File: src/rtl/seq_match_pkg.sv
// Shared types and constants for the multi-channel serial pattern matcher.
// Context layout, default sizing and the pattern-length clamp live here.
package seq_match_pkg;

    localparam int NCH  = 4;
    localparam int PMAX = 8;
    localparam int CNTW = 8;
    localparam int CW   = $clog2(NCH);

    typedef struct packed {
        logic [PMAX-1:0] hist;
        logic [3:0]      fill;
    } ctx_t;

    function automatic logic [3:0] clamp_len(input logic [3:0] len);
        if (int'(len) > PMAX) return 4'(PMAX);
        return len;
    endfunction

endpackage

File: src/rtl/rr_arbiter.sv
// Round-robin arbiter: one-hot grant searched from pointer+1, wrapping.
// The pointer moves to the granted index only when the grant is used.
module rr_arbiter #(
    parameter int N = 4,
    localparam int IW = $clog2(N)
) (
    input  logic          clk,
    input  logic          rst,
    input  logic [N-1:0]  req,
    input  logic          advance,
    output logic [N-1:0]  grant,
    output logic [IW-1:0] idx
);

    logic [IW-1:0] ptr_q, ptr_d;
    logic          found;

    always_comb begin
        grant = '0;
        idx   = '0;
        found = 1'b0;
        for (int k = 1; k <= N; k++) begin
            logic [IW-1:0] c;
            c = IW'((int'(ptr_q) + k) % N);
            if (!found && req[c]) begin
                found    = 1'b1;
                grant[c] = 1'b1;
                idx      = c;
            end
        end
    end

    always_comb begin
        ptr_d = ptr_q;
        if (advance) ptr_d = idx;
    end

    always_ff @(posedge clk or negedge rst) begin
        if (!rst) ptr_q <= IW'(N - 1);
        else      ptr_q <= ptr_d;
    end

endmodule

File: src/rtl/seq_match_sched.sv
// Time-shared programmable pattern matcher over NCH bit-serial channels.
// One granted bit per cycle updates that channel's context; match is registered.
module seq_match_sched
    import seq_match_pkg::*;
(
    input  logic            clk,
    input  logic            rst,
    input  logic            cfg_wr,
    input  logic [PMAX-1:0] cfg_pattern,
    input  logic [3:0]      cfg_len,
    input  logic [NCH-1:0]  req_valid,
    input  logic [NCH-1:0]  req_bit,
    output logic [NCH-1:0]  req_ready,
    output logic            match_valid,
    output logic [CW-1:0]   match_ch,
    input  logic [CW-1:0]   cnt_sel,
    output logic [CNTW-1:0] cnt_data
);

    ctx_t            ctx_q [NCH];
    ctx_t            ctx_d [NCH];
    logic [CNTW-1:0] cnt_q [NCH];
    logic [CNTW-1:0] cnt_d [NCH];
    logic [PMAX-1:0] pat_q, pat_d;
    logic [3:0]      len_q, len_d;
    logic            mv_q, mv_d;
    logic [CW-1:0]   mch_q, mch_d;

    logic [NCH-1:0]  arb_req;
    logic [CW-1:0]   gidx;
    logic            accept;
    ctx_t            nctx;
    logic [PMAX-1:0] mask;
    logic            hit;

    // Config cycles block arbitration so no bit is consumed
    assign arb_req = cfg_wr ? '0 : req_valid;
    assign accept  = |req_ready;

    rr_arbiter #(.N(NCH)) u_arb (
        .clk     (clk),
        .rst     (rst),
        .req     (arb_req),
        .advance (accept),
        .grant   (req_ready),
        .idx     (gidx)
    );

    always_comb begin
        for (int i = 0; i < PMAX; i++) mask[i] = (i < int'(len_q));
        nctx.hist = {ctx_q[gidx].hist[PMAX-2:0], req_bit[gidx]};
        nctx.fill = (ctx_q[gidx].fill == 4'(PMAX)) ? 4'(PMAX)
                                                   : ctx_q[gidx].fill + 4'd1;
        hit = (len_q != 4'd0) && (nctx.fill >= len_q) &&
              (((nctx.hist ^ pat_q) & mask) == '0);
    end

    always_comb begin
        ctx_d = ctx_q;
        cnt_d = cnt_q;
        pat_d = pat_q;
        len_d = len_q;
        mv_d  = 1'b0;
        mch_d = mch_q;
        if (cfg_wr) begin
            pat_d = cfg_pattern;
            len_d = clamp_len(cfg_len);
            for (int c = 0; c < NCH; c++) begin
                ctx_d[c] = '0;
                cnt_d[c] = '0;
            end
        end else if (accept) begin
            ctx_d[gidx] = nctx;
            if (hit) begin
                mv_d  = 1'b1;
                mch_d = gidx;
                if (cnt_q[gidx] != '1) cnt_d[gidx] = cnt_q[gidx] + CNTW'(1);
            end
        end
    end

    always_ff @(posedge clk or negedge rst) begin
        if (!rst) begin
            for (int c = 0; c < NCH; c++) begin
                ctx_q[c] <= '0;
                cnt_q[c] <= '0;
            end
            pat_q <= '0;
            len_q <= '0;
            mv_q  <= 1'b0;
            mch_q <= '0;
        end else begin
            ctx_q <= ctx_d;
            cnt_q <= cnt_d;
            pat_q <= pat_d;
            len_q <= len_d;
            mv_q  <= mv_d;
            mch_q <= mch_d;
        end
    end

    assign match_valid = mv_q;
    assign match_ch    = mch_q;
    assign cnt_data    = cnt_q[cnt_sel];

endmodule

File: config.mk
export PLATFORM = sky130hd
export DESIGN_NAME = seq_match_sched
export DESIGN_NICKNAME = d
export VERILOG_FILES = /design/src/rtl/seq_match_pkg.sv /design/src/rtl/rr_arbiter.sv /design/src/rtl/seq_match_sched.sv
export SDC_FILE = /design/constraint.sdc
export NUM_CORES = 1
export LEC_CHECK = 0
export BUFFER_PORTS_ARGS = -buffer_cell sky130_fd_sc_hd__buf_2
export CORE_AREA = 10 10 154 156
export CTS_BUF_LIST = sky130_fd_sc_hd__clkbuf_16
export DETAILED_ROUTE_END_ITERATION = 7
export DIE_AREA = 0 0 164 166
export PLACE_DENSITY_LB_ADDON = 0.12
export REMOVE_ABC_BUFFERS = 1
export SLEW_MARGIN = 20
export SYNTH_ARGS = -nofsm -noshare
export SYNTH_HDL_FRONTEND = slang
export SYNTH_SLANG_ARGS = --single-unit
export TNS_END_PERCENT = 10
File: constraint.sdc
create_clock -name clk -period 16.2 [get_ports clk]
set_clock_uncertainty 0.05 [all_clocks]
set_input_delay 2.43 -clock clk [delete_from_list [all_inputs] [get_ports clk]]
set_output_delay 2.43 -clock clk [all_outputs]
set_load 0.02 [all_outputs]
== Yosys cells after proc, flatten, opt, wreduce, memory -nomap -nowiden ==
Index checks and enable logic that the tools add are counted.

* Bits in registers: 97
* Bits of input ports: 25
* Output and inout port bits: 15
* Word-level logic and storage cells: 135

* Add/sub/neg operators: 6
* Order comparisons: 22
* Equal/unequal tests: 2
* Muxes and demuxes: 59
* Bitwise logic cells: 8
* Reductions and logical operators: 21

{| class="wikitable"
|+ Operators by type and width
! operator !! number
|-
| $mux W32 || 4
|-
| $mux W48 || 2
|-
| $bwmux W48 || 1
|-
| $mux W8 || 5
|-
| $bmux W8 S2 || 2
|-
| $bwmux W32 || 1
|-
| $mux W4 || 8
|-
| $bmux W12 S2 || 1
|-
| $demux W12 S2 || 1
|-
| $mux W11 || 2
|-
| $mux W1 || 17
|-
| $demux W8 S2 || 1
|-
| $lt A3 B4 Y1 const A || 4
|-
| $lt A2 B3 Y1 const B || 5
|-
| $mux W12 || 1
|-
| $or A4 B4 Y4 || 3
|-
| $bmux W1 S2 || 5
|-
| $logic_and A1 B1 Y1 || 10
|-
| $add A8 B1 Y8 const B || 1
|-
| $and A8 B8 Y8 || 1
|-
| $demux W1 S2 || 4
|-
| $ge A2 B1 Y1 const B || 4
|-
| $logic_not A8 Y1 || 1
|-
| $lt A1 B4 Y1 const A || 2
|-
| other kinds (19) || 32
|}

== Longest topological paths before layout ==
Gate-level depths: netlist (run 1).

* Depth after elaboration: 25
* Mapped depth: 24
* Depth with buffers taken out: 18

== By module ==
Synthesis (run 1) repeated with hierarchy kept, for this count alone.

* Cell total of the unflattened synthesis: 493
* Area, all modules: 5666.7 µm²

{| class="wikitable"
|+ Modules (own cells, without submodules)
! module !! instances !! cells each !! area an instance (µm²) !! sequential area each (µm²)
|-
| seq_match_sched || 1 || 436 || 5081.1 || 2277.2
|-
| rr_arbiter || 1 || 57 || 585.6 || 52.6
|}

== Worst setup path before layout (run 1) ==
OpenSTA, ideal clock, no wires.

* Kind: input-to-reg
* From: input req_valid[1]
* To: register mch_q[0], in the netlist match_ch[0]
* Library setup time: 0.125 ns
* Arrival: 6.664 ns
* Data required time: 16.025 ns
* Path slack: 9.362 ns
* Stages: 19
* Path buffers: 4
* Cells stage by stage: buf_2 > o21ai_0 > o21ai_0 > a211oi_2 > buf_2 > buf_6 > buf_2 > mux4_2 > a21o_1 > ha_1 > nand2b_1 > a21o_1 > a21o_1 > a21oi_1 > a41oi_1 > o311a_1 > o2111ai_1 > nor4_2 > mux2_2

* Word-level cells in the longest chain between the ends: 23
* Elaborated cells between the ends (all ways): 46
* Those cells by class: add/sub (1); order compare (1); eq/ne (1); mux (26); bitwise (6); reduce/logical (11)

{| class="wikitable"
|+ Ends and longest elaborated chain
! what !! line !! text
|-
| from (decl) || seq_match_sched.sv:11 || <nowiki>input logic [NCH-1:0] req_valid,</nowiki>
|-
| $mux W4 * || seq_match_sched.sv:37 || <nowiki>assign arb_req = cfg_wr ? '0 : req_valid;</nowiki>
|-
| $bmux W1 S2 || rr_arbiter.sv:25 || <nowiki>if (!found && req[c]) begin</nowiki>
|-
| $mux W1 (implied by the code) || rr_arbiter.sv:25 ||
|-
| $mux W1 || rr_arbiter.sv:25 ||
|-
| $logic_not A1 Y1 || rr_arbiter.sv:25 ||
|-
| $logic_and A1 B1 Y1 || rr_arbiter.sv:25 ||
|-
| $mux W1 || rr_arbiter.sv:25 ||
|-
| $logic_not A1 Y1 || rr_arbiter.sv:25 ||
|-
| [... 5 more ...] || n/a ||
|-
| $not A2 Y3 (implied by the code) || seq_match_sched.sv:51, seq_match_sched.sv:52, seq_match_sched.sv:53 ||
|-
| $bmux W12 S2 || seq_match_sched.sv:51, seq_match_sched.sv:52, seq_match_sched.sv:53 ||
|-
| $mux W11 (implied by the code) (2 in series) || seq_match_sched.sv:52, seq_match_sched.sv:53 ||
|-
| $add A4 B1 Y4 / $eq A4 B4 Y1 (equally long branches) || seq_match_sched.sv:53, seq_match_sched.sv:52 ||
|-
| $mux W4 || seq_match_sched.sv:52 || <nowiki>nctx.fill = (ctx_q[gidx].fill == 4'(PMAX)) ? 4'(PMAX)</nowiki>
|-
| $ge A4 B4 Y1 || seq_match_sched.sv:54 || <nowiki>hit = (len_q != 4'd0) && (nctx.fill >= len_q) &&</nowiki>
|-
| $logic_and A1 B1 Y1 (2 in series) || seq_match_sched.sv:54 ||
|-
| $reduce_and A3 Y1 (no source line) || n/a ||
|-
| to (signal assigned) || seq_match_sched.sv:98 || <nowiki>mch_q <= mch_d;</nowiki>
|-
| to (decl) || seq_match_sched.sv:27 || <nowiki>logic [CW-1:0] mch_q, mch_d;</nowiki>
|}

Every way passes the cells marked *; elsewhere a longest branch is shown, timed or not. The select of a mux whose other input is x is not followed.
A chain may end at the register's enable or synchronous reset.

== Final worst setup path (run 1) ==
* From: input cfg_wr
* To: register mch_q[0], in the netlist match_ch[0]

* Word-level cells in the longest chain between the ends: 23
* Elaborated cells between the ends (all ways): 47
* Those cells by class: add/sub (1); order compare (1); eq/ne (1); mux (26); bitwise (7); reduce/logical (11)

{| class="wikitable"
|+ Ends and longest elaborated chain
! what !! line !! text
|-
| from (decl) || seq_match_sched.sv:8 || <nowiki>input logic cfg_wr,</nowiki>
|-
| $mux W4 || seq_match_sched.sv:37 ||
|-
| $bmux W1 S2 || rr_arbiter.sv:25 ||
|-
| $mux W1 (implied by the code) || rr_arbiter.sv:25 ||
|-
| $mux W1 || rr_arbiter.sv:25 ||
|-
| $logic_not A1 Y1 || rr_arbiter.sv:25 ||
|-
| $logic_and A1 B1 Y1 || rr_arbiter.sv:25 ||
|-
| $mux W1 || rr_arbiter.sv:25 ||
|-
| $logic_not A1 Y1 || rr_arbiter.sv:25 ||
|-
| [... 5 more ...] || n/a ||
|-
| $not A2 Y3 (implied by the code) || seq_match_sched.sv:51, seq_match_sched.sv:52, seq_match_sched.sv:53 ||
|-
| $bmux W12 S2 || seq_match_sched.sv:51, seq_match_sched.sv:52, seq_match_sched.sv:53 ||
|-
| $mux W11 (implied by the code) (2 in series) || seq_match_sched.sv:52, seq_match_sched.sv:53 ||
|-
| $add A4 B1 Y4 / $eq A4 B4 Y1 (equally long branches) || seq_match_sched.sv:53, seq_match_sched.sv:52 ||
|-
| $mux W4 || seq_match_sched.sv:52 ||
|-
| $ge A4 B4 Y1 || seq_match_sched.sv:54 ||
|-
| $logic_and A1 B1 Y1 (2 in series) || seq_match_sched.sv:54 ||
|-
| $reduce_and A3 Y1 (no source line) || n/a ||
|}

Several ways; a longest one is shown, not always the timed one. The select of a mux whose other input is x is not followed.

==> out/qor.yml, run 1 <==
sta:
  rsz0062_at_grt: "no"
  period_needed_ns: 7.09
  timing.hold.ws_ns: 0.461
  setup_tns_ns: 0
  setup_viol: 0
  finalHoldViolCount: 0
  worstMarginPinSlew_ns: 0.876
  fin_crit_sh: 0.437
  fmax_mhz: 141
  maxSlewViolCount: 0
  relSlewSlack: 0.416
critical_path:
  rr_worst_depth: 18
  worstSetupStartpointType: "input pin"
  path_class: "in2reg"
  critPathMaxFanout: 56
  rr_endpoint: "match_ch[0]$_DFFE_PN0P_"
  cp.arrival_ns: 7.26
  r2r_start: "u_arb.ptr_q[0]$_DFFE_PN1P_"
  required_ns: 16.38
  crit_chain: "buf_2 -> buf_4 -> nand2b_1 -> a2111oi_1 -> or4_1 -> buf_4 -> mux4_2 -> xnor2_1 -> inv_1 -> ha_1 -> a21o_1 -> a21o_1 -> a21oi_1 -> a41oi_1 -> o311a_1 -> o2111ai_1 -> nor4_2 -> mux2_2"
  worst_path_max_delay_cell: "mux4_2"
  r2r_slack_ns: 10.21
  end_kind: "flop"
  cpPeakStageDelay_ns: 0.60
routing:
  postRouteAntennaNets: 0
  initialDrtViolationCount: 333
  wire_per_inst_um: 18.9
  drt-vias-per-instance: 5.24
  first_pass_iters: 5
  wl_um: 16800
  vias: 4661
  drc: 0
clock_tree:
  cts_buffers: 9
  cts.sinks: 93
  root_buffer: "clkbuf_16"
  holdBufCountCts: 0
  clkTransAtPathRegs_ns: 0.06
  h-tree-depth: 3
  cts_setup_buffers: 0
  ctsLongestPathBuffers: 2
  postCtsResizedCells: 0
  insertion_delay_ns: 0.35
  cts_tree: "done"
min_path:
  hold_end: "ctx_q[8]$_DFFE_PN0P_"
  min_path_cells: 2
  hp-class: "reg2reg"
  worstHoldStart: "ctx_q[8]$_DFFE_PN0P_"
logic_synthesis:
  syn_area_per_cell_um2: 10.2
  syn_area_mm2: 0.00607
  synth_area_leaders: "dfrtp_1 38%, mux4_2 7.4%, mux2i_1 6.1%, o21ai_0 4.4%, nand3b_1 4.0%"
  ys_ff_latch: 93
  synthArstFlopShare: 1.00
  synth-edff-count: 0
  synth_top_area_frac: 0.375
  synth.distinct_cells: 77
  ys.flop_type: "dfrtp_1"
  yosys.area.top_type: "dfrtp_1"
  synth_warnings: 0
  synth-seq-area-share: 0.384
  syn_inst: 593
global_route:
  grt_pass1_wl_um: 27400
  first_global_vias: 4844
  grt-ovfl-total: 0
  grt_max_degree: 57
  antenna_found_initial: 0
  grtUsageTotal: 0.125
floorplan:
  die_area_mm2: 0.0272
  num_rows: 53
  start_util: 0.293
  die_x_um: 164
  coreArea_mm2: 0.0207
  die_h_um: 166
  io_pins: 40
place:
  gp_congestion: 0.771
  hpwl_um: 11400
  port_buffers: 39
finish:
  final_common_cell: "dfrtp_1"
  layout-drive-gt1-share: 0.197
  area_growth_pct: 11.7
  nets: 645
  mostFrequentLayoutCells: "91 x dfrtp_1, 53 x o21ai_0, 52 x nand2_1, 38 x buf_2, 37 x mux2i_1"
  antenna-diode-count: 0
power_and_ir_drop:
  leakagePower_nw: 2.91
  max-vdd-ir-drop_mv: 0.0550
  powerDensity_mw_per_mm2: 121
job:
  maxCapViolations: 0
run_status:
  status: "finished clean"
## logic make-up after synthesis
kind of cell / after synthesis / share of synthesized area
XOR/XNOR: 19 / 0.0286
multiplexers: 79 / 0.178
flip-flops: 93 / 0.384
AND/OR/NAND/NOR: 188 / 0.183
AO/OA/AOI/OAI: 142 / 0.162
buffers and inverters: 62 / 0.0445
adder cells (fa/ha/maj): 10 / 0.0206
## cell usage after synthesis, types with 3 or more instances
library cell  number
a2111oi_0          4
a21o_1             6
a21oi_1            9
a222oi_1           3
a22oi_1           11
and3_1             4
buf_1              4
buf_2             12
clkbuf_1          21
dfrtp_1           91
ha_1              10
inv_1             20
mux2_2            20
mux2i_1           37
mux4_2            20
nand2_1           52
nand2b_1          35
nand3_1            3
nand3b_1          32
nor2_1            22
nor2b_1            8
nor3b_1            3
nor4_1             7
o211ai_1           3
o21ai_0           53
o21ba_2            3
o221ai_1           7
o22ai_1            9
o311ai_1           3
o41ai_1            3
or3_1              6
xnor2_1           12
xor2_1             6
## worst max path at each step
stage	end	slack (ns)	from	cells past startpoint
floorplan	match_ch[1]$_DFFE_PN0P_	7.20	req_valid[3]	15
global placement	match_ch[0]$_DFFE_PN0P_	8.89	cfg_wr	18
detailed placement	match_ch[1]$_DFFE_PN0P_	8.68	cfg_wr	18
CTS	match_ch[0]$_DFFE_PN0P_	9.06	cfg_wr	18
global route	match_ch[0]$_DFFE_PN0P_	8.65	cfg_wr	18
finish	match_ch[0]$_DFFE_PN0P_	9.11	cfg_wr	18
## area by class of cell
cell class / instances / area [um2]
Clock buffer: 9 / 225
Clock inverter: 7 / 58.8
Timing Repair Buffer: 47 / 258
Multi-Input combinational cell: 438 / 3480
Tap cell: 275 / 344
Fill cell: 2144 / 13900
Inverter: 21 / 78.8
Sequential cell: 93 / 2330
## state kept, by name (all words and copies together), names as in the netlist
name	count
cnt_q	32
match_valid	1
len_q	4
pat_q	8
u_arb.ptr_q	2
match_ch	2
ctx_q	44
## metrics by stage
stage / instance area, um2 / std cells / worst slack (ns) / total power (W) / util
4_1_cts: 6780 / 890 / 9.06 / 0.000830 / 0.328
5_1_grt: 6780 / 890 / 8.65 / 0.000875 / 0.328
3_5_place_dp: 6490 / 874 / 8.68 / 0.000615 / 0.314
3_3_place_gp: 6490 / 874 / 8.89 / 0.000611 / 0.314
6_report: 6780 / 890 / 9.11 / 0.000819 / 0.328
2_1_floorplan: 5880 / 552 / 7.20 / 0.000507 / -
## report_power, final
group          switching, W  internal, W
Combinational      0.000203     0.000117
Sequential        0.0000279     0.000259
Clock             0.0000948     0.000118
Total              0.000325     0.000494
## worst max-delay path, delay by kind of cell
family                   cells  cell delay [ns]
multiplexers                 2             0.98
AO/OA/AOI/OAI                7             1.46
adder cells (fa/ha/maj)      1             0.28
XOR/XNOR                     1             0.33
buffers and inverters        4             0.79
AND/OR/NAND/NOR              3             0.94
## routing by layer
| metal | routed length [um] | global-route usage | up-vias |
|---|---|---|---|
| met5 | 0 | 0 | - |
| met4 | 155 | 0.0330 | 0 |
| met3 | 441 | 0.0198 | 5 |
| met2 | 8010 | 0.200 | 68 |
| met1 | 8210 | 0.172 | 2346 |
| li1 | - | - | 2242 |
(Power assumes the default switching activity.)
==> run 2, diff against run 1 <==
Clock period 16.2 ns to 6.31 ns, I/O delays scaled along.
==> out/qor.yml, run 2 (synthesis gave the netlist of run 1 again) <==
routing:
  vias: 4731  # +1.5%
  wl_um: 17100  # +1.8%
  wire_per_inst_um: 19.2  # +1.6%
  drc: 0  # unchanged
  first_pass_iters: 5  # unchanged
  drt-vias-per-instance: 5.31  # +1.4%
  initialDrtViolationCount: 243  # -27%
  postRouteAntennaNets: 0  # unchanged
sta:
  fin_crit_sh: 0.924
  maxSlewViolCount: 0  # unchanged
  period_needed_ns: 5.83
  fmax_mhz: 172
  timing.hold.ws_ns: 0.457  # -0.00474 ns
  setup_viol: 0  # unchanged
  rsz0062_at_grt: "no"
  setup_ws_ns: 0.480  # -8.63 ns
  relSlewSlack: 0.386  # -0.0302
  worstMarginPinSlew_ns: 0.922  # +0.0453 ns
  finalHoldViolCount: 0  # unchanged
min_path:
  hp-class: "in2async"
job:
  maxCapViolations: 0  # unchanged
critical_path:
  r2r_slack_ns: 0.48  # -9.73 ns
  worst_path_max_delay_cell: "dfstp_2"
  cp.arrival_ns: 6.02  # -1.24 ns
  r2r_start: "u_arb.ptr_q[0]$_DFFE_PN1P_"
  rr_endpoint: "match_ch[0]$_DFFE_PN0P_"
  end_kind: "flop"
  required_ns: 6.50  # -9.88 ns
  path_class: "reg2reg"
  crit_buf_inv: 2  # -2
  rr_worst_depth: 17  # -1
  crit_family: "compound AO/OA/AOI/OAI gates"
  critPathMaxFanout: 20  # -64%
  worstSetupStartpointType: "flop"
  crit_chain: "inv_1 -> ha_1 -> nor2b_1 -> a2111oi_1 -> or4_1 -> mux4_2 -> xnor2_1 -> inv_1 -> ha_1 -> a21o_1 -> a21o_1 -> a21oi_1 -> a41oi_1 -> o311a_1 -> o2111ai_1 -> nor4_4 -> mux2_2"
  cpPeakStageDelay_ns: 0.77  # +0.17 ns
place:
  port_buffers: 39  # unchanged
  gp_congestion: 0.800  # +3.7%
  placed_cell_area_mm2: 0.00650  # +0.12%
  hpwl_um: 11700  # +1.9%
  dp_slack_ns: 0.351  # -8.33 ns
power_and_ir_drop:
  clkPwrFrac: 0.254  # -0.005
  power_w: 0.00212  # +160%
  p_seq_frac: 0.348  # -0.002
  max-vdd-ir-drop_mv: 0.129  # +130%
  switching_share: 0.400  # +0.00318
  p_sw_w: 0.000849  # +160%
  leakagePower_nw: 2.92  # +0.20%
  powerDensity_mw_per_mm2: 312  # +160%
  intPower_w: 0.00127  # +160%
  combPwrFrac: 0.398  # +0.008
global_route:
  grt_pass1_wl_um: 27600  # +0.76%
  grtUsageTotal: 0.128  # +0.00211
  antenna_found_initial: 0  # unchanged
  first_global_vias: 4836  # -0.17%
  grt_max_degree: 67  # +18%
  grt-ovfl-total: 0  # unchanged
floorplan:
  io_pins: 40  # unchanged
  die_x_um: 164  # unchanged
  die_area_mm2: 0.0272  # unchanged
  start_util: 0.293  # unchanged
  num_rows: 53  # unchanged
  die_h_um: 166  # unchanged
  coreArea_mm2: 0.0207  # unchanged
finish:
  layout-drive-gt1-share: 0.198  # +0.00130
  ff_latch_area_mm2: 0.00233  # unchanged
  fillers: 2123  # -0.98%
  largest_register_ff_count: 44  # unchanged
  mostFrequentLayoutCells: "91 x dfrtp_1, 53 x o21ai_0, 52 x nand2_1, 38 x buf_2, 37 x mux2i_1"
  antenna-diode-count: 0  # unchanged
  final_common_cell: "dfrtp_1"
  multi_input_area_mm2: 0.00349  # +0.25%
  fin_area_mm2: 0.00680  # +0.24%
  area_growth_pct: 11.9
  nets: 646  # +0.16%
  largest_register: "ctx_q"
  reg_top3: "ctx_q: 44 flops, cnt_q: 32 flops, pat_q: 8 flops"
clock_tree:
  cts_tree: "done"
  cts_buffers: 9  # unchanged
  root_buffer: "clkbuf_16"
  h-tree-depth: 3  # unchanged
  clkTransAtPathRegs_ns: 0.07  # about the same
  ctsLongestPathBuffers: 2  # unchanged
  insertion_delay_ns: 0.36  # about the same
  cts.sinks: 93  # unchanged
run_status:
  status: "finished clean"
-- run 2: cell count changes in the layout (fill, tap and decap cells not counted) --
cell	before	now
buf_4	9	10
nor4_4	1	2
nor4_2	2	1
-- run 2: worst max-delay path by stage --
stage	from	to	slack (ns)	cells after the start
final	u_arb.ptr_q[0]$_DFFE_PN1P_	match_ch[0]$_DFFE_PN0P_	0.48	17
after detailed placement	u_arb.ptr_q[0]$_DFFE_PN1P_	match_ch[0]$_DFFE_PN0P_	0.35	17
after floorplan	u_arb.ptr_q[0]$_DFFE_PN1P_	match_ch[1]$_DFFE_PN0P_	-1.50	17
after CTS	u_arb.ptr_q[0]$_DFFE_PN1P_	match_ch[0]$_DFFE_PN0P_	0.31	17
after global routing	u_arb.ptr_q[0]$_DFFE_PN1P_	match_ch[0]$_DFFE_PN0P_	0.03	17
after global placement	u_arb.ptr_q[0]$_DFFE_PN1P_	match_ch[1]$_DFFE_PN0P_	0.63	17
-- run 2: worst reg2reg max path: cells and delay by family, from the launching register on --
family	cells	cell delay, ns
AOI/OAI and AO/OA	7	1.58
xor gates and xnor gates	1	0.32
adders and majority gates	2	0.75
buffers and inverters	2	0.23
DFF	1	0.77
muxes	2	0.97
and+or+nand+nor	3	1.05
-- run 2: power by group through the flow --
stage	Clock (W)	Combinational [W]	Sequential (W)
finish	0.000540	0.000844	0.000737
global route	0.000586	0.000931	0.000747
CTS	0.000560	0.000847	0.000736
detailed placement	0	0.000843	0.000747
global placement	0	0.000836	0.000745
floorplan	0	0.000575	0.000728
-- run 2: what timing repair did --
action,4_1_cts,5_1_grt
hold buffers,0,0
endpoints found under the setup margin,0,2
setup buffers,0,0
gates resized for setup,0,1
-- run 2: routing by layer --
metal,up-vias,GRT usage,part of all wire
met5,-,0,0
met4,0,0.0513,0.018
met3,16,0.0171,0.027
met2,84,0.201,0.47
met1,2389,0.172,0.48
li1,2242,-,-
-- run 2: stage by stage --
step / util / TNS, ns / cells
final: 0.328 / 0 / 891
after global routing: 0.328 / 0 / 891
after CTS: 0.328 / 0 / 891
after detailed placement: 0.314 / 0 / 875
after global placement: 0.314 / 0 / 875
after floorplan: - / -46.21 / 552
-- run 2: final cells by class --
class | count | share of cell area
Clock buffer | 9 | 0.0331
Clock inverter | 7 | 0.00865
Inverter | 21 | 0.0116
Multi-Input combinational cell | 438 | 0.514
Sequential cell | 93 | 0.343
Tap cell | 275 | 0.0506
Timing Repair Buffer | 48 | 0.0390
